===== config.mk =====
export PLATFORM = sky130hd
export DESIGN_NAME = btn_step_ctrl_flat
export DESIGN_NICKNAME = d
export VERILOG_FILES = /design/src/rtl/btn_step_ctrl_if.sv /design/src/rtl/btn_step_ctrl.sv /design/src/flat_wrapper.sv
export SDC_FILE = /design/constraint.sdc
export NUM_CORES = 1
export LEC_CHECK = 0
export ABC_CLOCK_PERIOD_IN_PS = 2140
export CORE_MARGIN = 2
export CORE_UTILIZATION = 55
export CTS_BUF_LIST = sky130_fd_sc_hd__clkbuf_8 sky130_fd_sc_hd__clkbuf_16
export DETAILED_ROUTE_END_ITERATION = 8
export MAX_ROUTING_LAYER = met4
export PLACE_DENSITY = 0.75
export SLEW_MARGIN = 20
export SYNTH_ARGS = -nofsm -noshare
export SYNTH_HDL_FRONTEND = slang
export SYNTH_SLANG_ARGS = --single-unit
export TNS_END_PERCENT = 30

===== constraint.sdc =====
create_clock -name clk_in -period 2.14 [get_ports clk_in]
set_clock_uncertainty 0.05 [all_clocks]
set_input_delay 0.428 -clock clk_in [delete_from_list [all_inputs] [get_ports clk_in]]
set_output_delay 0.428 -clock clk_in [all_outputs]
set_load 0.02 [all_outputs]

===== src/rtl/btn_step_ctrl_if.sv =====
// Button/step bundle between the raw push-buttons and the step controller.
// The master side owns the raw buttons; the slave side (controller) owns the step outputs.
interface btn_step_if;
  logic btn_inc_raw;
  logic btn_dec_raw;
  logic inc;
  logic dec;
  logic locked;

  modport master (
    output btn_inc_raw,
    output btn_dec_raw,
    input  inc,
    input  dec,
    input  locked
  );

  modport slave (
    input  btn_inc_raw,
    input  btn_dec_raw,
    output inc,
    output dec,
    output locked
  );
endinterface


===== src/rtl/btn_step_ctrl.sv =====
// Two-button step controller: synchronize, debounce, then emit single-cycle inc/dec
// pulses with hold-to-repeat. Pressing both buttons locks out until both are released.
module btn_step_ctrl #(
  parameter int unsigned DB_CYCLES  = 4,
  parameter int unsigned RPT_DELAY  = 16,
  parameter int unsigned RPT_PERIOD = 4
) (
  input  logic      clk_in,
  input  logic      rst,
  btn_step_if.slave bus
);

  localparam logic [15:0] DB_TC    = 16'(DB_CYCLES);
  localparam logic [15:0] DELAY_TC = 16'(RPT_DELAY - 1);
  localparam logic [15:0] PER_TC   = 16'(RPT_PERIOD - 1);

  typedef enum logic [1:0] {IDLE, DELAY, REPEAT, LOCK} state_t;

  // Channel 0 is increment, channel 1 is decrement.
  logic [1:0] raw;
  logic [1:0] deb;

  assign raw = {bus.btn_dec_raw, bus.btn_inc_raw};

  genvar gi;
  generate
    for (gi = 0; gi < 2; gi++) begin : g_db
      logic        meta_reg;
      logic        sync_reg;
      logic        deb_reg;
      logic [15:0] cnt_reg;

      always_ff @(posedge clk_in) begin
        if (rst) begin
          meta_reg <= 1'b0;
          sync_reg <= 1'b0;
          deb_reg  <= 1'b0;
          cnt_reg  <= '0;
        end else begin
          meta_reg <= raw[gi];
          sync_reg <= meta_reg;
          // Level must differ from the debounced value for DB_CYCLES counted cycles.
          if (sync_reg == deb_reg) begin
            cnt_reg <= '0;
          end else if (cnt_reg == DB_TC) begin
            deb_reg <= sync_reg;
            cnt_reg <= '0;
          end else begin
            cnt_reg <= cnt_reg + 16'd1;
          end
        end
      end

      assign deb[gi] = deb_reg;
    end
  endgenerate

  state_t      state_reg;
  logic        dir_reg;
  logic [15:0] rpt_cnt_reg;
  logic        inc_reg;
  logic        dec_reg;
  logic        locked_reg;

  logic deb_inc;
  logic deb_dec;
  logic active;
  logic opposite;

  assign deb_inc  = deb[0];
  assign deb_dec  = deb[1];
  assign active   = dir_reg ? deb_inc : deb_dec;
  assign opposite = dir_reg ? deb_dec : deb_inc;

  always_ff @(posedge clk_in) begin
    if (rst) begin
      state_reg   <= IDLE;
      dir_reg     <= 1'b0;
      rpt_cnt_reg <= '0;
      inc_reg     <= 1'b0;
      dec_reg     <= 1'b0;
      locked_reg  <= 1'b0;
    end else begin
      inc_reg <= 1'b0;
      dec_reg <= 1'b0;
      case (state_reg)
        IDLE: begin
          if (deb_inc && deb_dec) begin
            state_reg  <= LOCK;
            locked_reg <= 1'b1;
          end else if (deb_inc || deb_dec) begin
            inc_reg     <= deb_inc;
            dec_reg     <= deb_dec;
            dir_reg     <= deb_inc;
            rpt_cnt_reg <= '0;
            state_reg   <= DELAY;
          end
        end
        DELAY, REPEAT: begin
          // Opposite press beats release, which beats the terminal count.
          if (opposite) begin
            state_reg  <= LOCK;
            locked_reg <= 1'b1;
          end else if (!active) begin
            state_reg <= IDLE;
          end else if (rpt_cnt_reg == ((state_reg == DELAY) ? DELAY_TC : PER_TC)) begin
            inc_reg     <= dir_reg;
            dec_reg     <= !dir_reg;
            rpt_cnt_reg <= '0;
            state_reg   <= REPEAT;
          end else begin
            rpt_cnt_reg <= rpt_cnt_reg + 16'd1;
          end
        end
        LOCK: begin
          if (!deb_inc && !deb_dec) begin
            state_reg  <= IDLE;
            locked_reg <= 1'b0;
          end
        end
        default: begin
          state_reg  <= IDLE;
          locked_reg <= 1'b0;
        end
      endcase
    end
  end

  assign bus.inc    = inc_reg;
  assign bus.dec    = dec_reg;
  assign bus.locked = locked_reg;

endmodule


===== src/flat_wrapper.sv =====
// flat-port wrapper written by rule: the top's interface ports become plain ports
module btn_step_ctrl_flat 
#(
  parameter int unsigned DB_CYCLES  = 4,
  parameter int unsigned RPT_DELAY  = 16,
  parameter int unsigned RPT_PERIOD = 4
)
  (clk_in, rst, bus_btn_inc_raw, bus_btn_dec_raw, bus_inc, bus_dec, bus_locked);
  btn_step_if bus_i ();
  input  logic clk_in;
  input  logic rst;
  input wire logic [$bits(bus_i.btn_inc_raw)-1:0] bus_btn_inc_raw;
  input wire logic [$bits(bus_i.btn_dec_raw)-1:0] bus_btn_dec_raw;
  output wire logic [$bits(bus_i.inc)-1:0] bus_inc;
  output wire logic [$bits(bus_i.dec)-1:0] bus_dec;
  output wire logic [$bits(bus_i.locked)-1:0] bus_locked;
  assign bus_i.btn_inc_raw = bus_btn_inc_raw;
  assign bus_i.btn_dec_raw = bus_btn_dec_raw;
  assign bus_inc = bus_i.inc;
  assign bus_dec = bus_i.dec;
  assign bus_locked = bus_i.locked;
  btn_step_ctrl #(.DB_CYCLES(DB_CYCLES), .RPT_DELAY(RPT_DELAY), .RPT_PERIOD(RPT_PERIOD)) u_core (.clk_in(clk_in), .rst(rst), .bus(bus_i));
endmodule

# [Word-level counts from Yosys, hierarchy flattened]
# Cells that the tools add are included.
[op_classes] n_mux=32 n_eq_ne=17 n_reduce_logical=17 n_addsub=3 n_bitwise=3
[ops] operator="two-way mux 16 bit" count=5
[ops] operator="adder 16 x 1 -> 16 bit, second input constant" count=3
[ops] operator="== test 16 x 3 -> 1 bit, second input constant" count=2
[ops] operator="one-hot mux 16 bit (2 select lines)" count=1
[ops] operator="== test 16 bit" count=1
[ops] operator="two-way mux 1 bit" count=15
[ops] operator="two-way mux 2 bit" count=6
[ops] operator="inequality test 2 x 1 -> 1 bit, second input constant" count=5
[ops] operator="AND reduction 3 bit" count=3
[ops] operator="one-hot mux 2 bit (3 select lines)" count=1
[ops] operator="OR reduction 3 bit" count=2
[ops] operator="AND reduction 5 bit" count=1
[ops] operator="== test 2 bit, second input constant" count=2
[ops] operator="two-way mux 4 bit" count=1
[ops] operator="inequality test 2 bit, second input constant" count=2
[ops] operator="inequality test 4 bit, second input constant" count=1
[ops] operator="one-hot mux 1 bit (2 select lines)" count=2
[ops] operator="AND reduction 2 bit" count=2
[ops] operator="logical NOT 1 bit" count=3
[ops] operator="inequality test 3 x 1 -> 1 bit, second input constant" count=1
[ops] operator="NOT 1 bit" count=3
[ops] operator="one-hot mux 1 bit (3 select lines)" count=1
[ops] operator="== test 1 bit" count=2
[ops] operator="== test 2 x 1 -> 1 bit, second input constant" count=1
[ops] operator="other kinds (5)" count=6
[totals] wordCells=86 register_bits=60 inputBits=4

# [Longest topological paths before layout]
[logic_depth] ltp_word=7 ltp_mapped=9 mapped_depth_nobuf=7

# [Worst setup path before layout]
# OpenSTA, ideal clock, no wires.
[synth_timing] path_kind="reg2reg" startpoint="register u_core.state_reg[0]" endpoint="register u_core.rpt_cnt_reg[15]" synth_period_minus_slack_ns=2.103 stages_incl_launch_ff=10 arrival_ns=1.938 slack_ns=0.037 setup_time_ns=0.115 path_buffers=2 path_cell_list="dfxtp_1 > inv_1 > ha_1 > buf_2 > and2_1 > o221a_4 > or2_1 > a2bb2oi_2 > buf_6 > nor2_1"
[synth_via] elab_chain_cells=7 word_cells_on_any_way=16
[synth_lines] item="from (decl)" line="btn_step_ctrl.sv:58" source="state_t state_reg;"
[synth_lines] item="from (signal assigned)" line="btn_step_ctrl.sv:77" source="state_reg <= IDLE;"
[synth_lines] item="from (signal assigned)" line="btn_step_ctrl.sv:89" source="state_reg <= LOCK;"
[synth_lines] item="from (signal assigned)" line="btn_step_ctrl.sv:96" source="state_reg <= DELAY;"
[synth_lines] item="== test 2 x 1 -> 1 bit" line="btn_step_ctrl.sv:86, btn_step_ctrl.sv:106"
[synth_lines] item="two-way mux 4 bit" line="btn_step_ctrl.sv:106" source="end else if (rpt_cnt_reg == ((state_reg == DELAY) ? DELAY_TC : PER_TC)) begin"
[synth_lines] item="== test 16 bit" line="btn_step_ctrl.sv:106"
[synth_lines] item="two-way mux 16 bit" line="btn_step_ctrl.sv:106"
[synth_lines] item="two-way mux 16 bit" line="btn_step_ctrl.sv:104" source="end else if (!active) begin"
[synth_lines] item="two-way mux 16 bit" line="btn_step_ctrl.sv:101" source="if (opposite) begin"
[synth_lines] item="one-hot mux 16 bit (2 select lines)" line="btn_step_ctrl.sv:86" source="case (state_reg)"
[synth_lines] item="to (signal assigned)" line="btn_step_ctrl.sv:112" source="rpt_cnt_reg <= rpt_cnt_reg + 16'd1;"
[synth_lines] item="to (decl)" line="btn_step_ctrl.sv:60" source="logic [15:0] rpt_cnt_reg;"
# Parallel ways exist; a longest one is shown, timed or not. The select of a mux whose other input is x is not followed.
# A chain may end at the register's enable or synchronous reset.

# [Worst setup path after layout]
[layout_timing] startpoint="register u_core.state_reg[0]" endpoint="register u_core.rpt_cnt_reg[8]"
# The elaborated chain is that of the path after synthesis.

==> results.cfg <==
[global_routing]
grt_pass1_vias = 2367
grtUsageTotal = 0.217
grt.met2_usage = 0.359
use_met1 = 0.251
antenna_found_initial = 0
grt-ovfl-total = 0
grt_max_degree = 16
busiest_layer = met2
use_met3 = 0.0616
grt_pass1_wl_um = 10300

[synth]
synthTopCellsByCount = dfxtp_1, nor2_1, xnor2_1, nand2_1
ys_warn_count = 0
synthFlopType = dfxtp_1
synth_edf_count = 0
yosys.area.top_type = dfxtp_1
syn_inst = 343
postSynthAreaPerCell_um2 = 8.78
syn_nets = 355
yosysSeqAreaShare = 0.399
synthDistinctLibCells = 46
ys_ff_latch = 60
synthArstFlopShare = 0
synthTopCellsByArea = dfxtp_1, xnor2_1, nor2_1
yosysTopAreaCellShare = 0.399
synthesis.area_mm2 = 0.00301
synth_most_common_cell = dfxtp_1

[cells_and_area]
finalNetCount = 375
area_growth_pct = 13.2
final_util = 0.655
register_area_mm2 = 0.00120
drive_above_1_share = 0.120
largest_reg_flops = 32
n_fill_cell = 463
multiInputGateArea_mm2 = 0.00171
n_antenna_cell = 0

[clock_network]
cts_root_buffer = clkbuf_8
clk_path_buf_depth = 2
cts.hold.buffers_added = 0
cts_tree = built
cts.sinks = 60
insertion_delay_ns = 0.33
cts_buffers = 9
clk_pin_slew_ns = 0.06
htree_levels = 3

[setup_path]
worst_ep_required_time_ns = 2.31
critPathKind = reg -> reg
cp.buffers_inverters = 2
crit_family = compound AO/OA/AOI/OAI gates
crit_path_cell_trace = inv_1 > ha_4 > and2_1 > o221a_4 > or2_4 > a2bb2oi_2 > buf_12 > nor2_1
cpMaxStageDelayCell = o221a_4
cp_max_fo = 12
start_kind = flip-flop
crit_arrival_ns = 2.21
slowest_delay_ns = 0.34
end_kind = flip-flop

[timing]
worstMarginPinSlew_ns = 0.517
period_needed_ns = 2.04
maxSlewHeadroom = 0.654
setup_viol = 0
hold_viol_final = 0
tns_ns = 0
period_share = 0.952
rsz0062_at_grt = no
slew_violations = 0
max_freq_mhz = 491

[routing]
drcViolationCount = 0
drt-total-wl_um = 5760
wl_per_cell_um = 13.2
dr.first_iter.drc_count = 131
viasPerCell = 5.59
ant_nets = 0
vias = 2449
dr.pass1.iters = 4

[placed_design]
io_buffer_count = 6
place.detailed.hpwl_um = 4120
gp_congestion = 0.817

[die]
dieArea_mm2 = 0.00608
io-pin-count = 7
initial_core_util = 0.579
die_y_um = 78
coreArea_mm2 = 0.00520
fp.dieW_um = 78
num_rows = 26

[status]
status = finished, final reports clean

[power_and_ir_drop]
peakVddDrop_uv = 626
leakage_nw = 1.19
power_density_mw_per_mm2 = 792

[worst_hold_path]
hold_class = reg -> reg

[job]
drv_cap = 0
## where the power goes
part	switching, W	internal, W	total (W)
sequential	0.0000115	0.00114	0.00115
combinational	0.000376	0.000343	0.000719
clock	0.000398	0.000430	0.000828
## layout by cell type (no fill, tap or decap), types with 3 or more instances in the layout
master / instances
nand2_1: 20
clkbuf_8: 10
nor2_1: 51
o41ai_1: 3
dfxtp_1: 60
nand2b_1: 4
nor3_1: 9
or3_1: 8
and3_1: 9
a21oi_1: 12
o21ai_0: 7
buf_4: 16
and4_1: 5
nor4_1: 10
inv_1: 18
ha_1: 7
clkdlybuf4s50_1: 6
xor2_1: 14
nand4_1: 13
xnor2_1: 23
nand3_1: 13
nor4_2: 5
nor4b_1: 5
mux2i_1: 6
nor2b_1: 6
## area by class of cell
type / instances / share of cell area
Clock inverter: 6 / 0.00734
Sequential cell: 60 / 0.352
Tap cell: 70 / 0.0257
Timing Repair Buffer: 23 / 0.0587
Clock buffer: 10 / 0.0404
Inverter: 14 / 0.0154
Multi-Input combinational cell: 255 / 0.500
## cell families (layout without fill, tap and decap cells)
family	after synthesis	after routing	synth area share
adders and majority gates	8	8	0.0332
and+or+nand+nor	167	167	0.307
buffers and inverters	28	53	0.0420
muxes	7	7	0.0237
DFF	60	60	0.399
AOI/OAI and AO/OA	36	36	0.0881
xor gates and xnor gates	37	37	0.108
## metal layers
metal,vias to the layer above,wire [µm]
li1,1251,-
met1,1161,2700
met2,30,2800
met3,7,179
met4,0,87
met5,-,0
## final timing paths
| path | startpoint | end | slack (ns) | depth (start not counted) |
|---|---|---|---|---|
| setup / recovery | u_core.state_reg[0] | u_core.rpt_cnt_reg[8] | 0.10 | 8 |
| hold / removal | u_core.g_db[0].meta_reg | u_core.g_db[0].sync_reg | 0.40 | 1 |
| setup reg to reg | u_core.state_reg[0] | u_core.rpt_cnt_reg[8] | 0.10 | 8 |
| hold reg to reg | u_core.g_db[0].meta_reg | u_core.g_db[0].sync_reg | 0.40 | 1 |
## stage by stage
| stage | cell area [µm²] | setup slack, ns | instances | hold WS [ns] | power (W) |
|---|---|---|---|---|---|
| 3_3_place_gp | 3230 | 0.0727 | 422 | 0.380 | 0.00183 |
| 5_1_grt | 3410 | 0.0224 | 438 | 0.422 | 0.00285 |
| 4_1_cts | 3390 | 0.00220 | 438 | 0.402 | 0.00270 |
| 6_report | 3410 | 0.103 | 438 | 0.396 | 0.00270 |
| 2_1_floorplan | 3010 | 0.0373 | 343 | 0.364 | 0.00163 |
| 3_5_place_dp | 3230 | -0.0366 | 422 | 0.389 | 0.00185 |
## repair_timing
| action | 4_1_cts | 5_1_grt |
|---|---|---|
| hold endpoints to repair | 0 | 0 |
| resized for setup | 1 | 2 |
| setup endpoints to repair | 12 | 17 |
| setup buffers | 0 | 0 |
| pin swaps | 1 | 0 |
## worst reg2reg max path, cell delays in order, from the launching register on
cell       delay (ns)
dfxtp_1          0.33
inv_1            0.08
ha_4             0.27
and2_1           0.18
o221a_4          0.34
or2_4            0.28
a2bb2oi_2        0.20
buf_12           0.15
nor2_1           0.05
No activity file was read; power rests on OpenSTA's default activity.
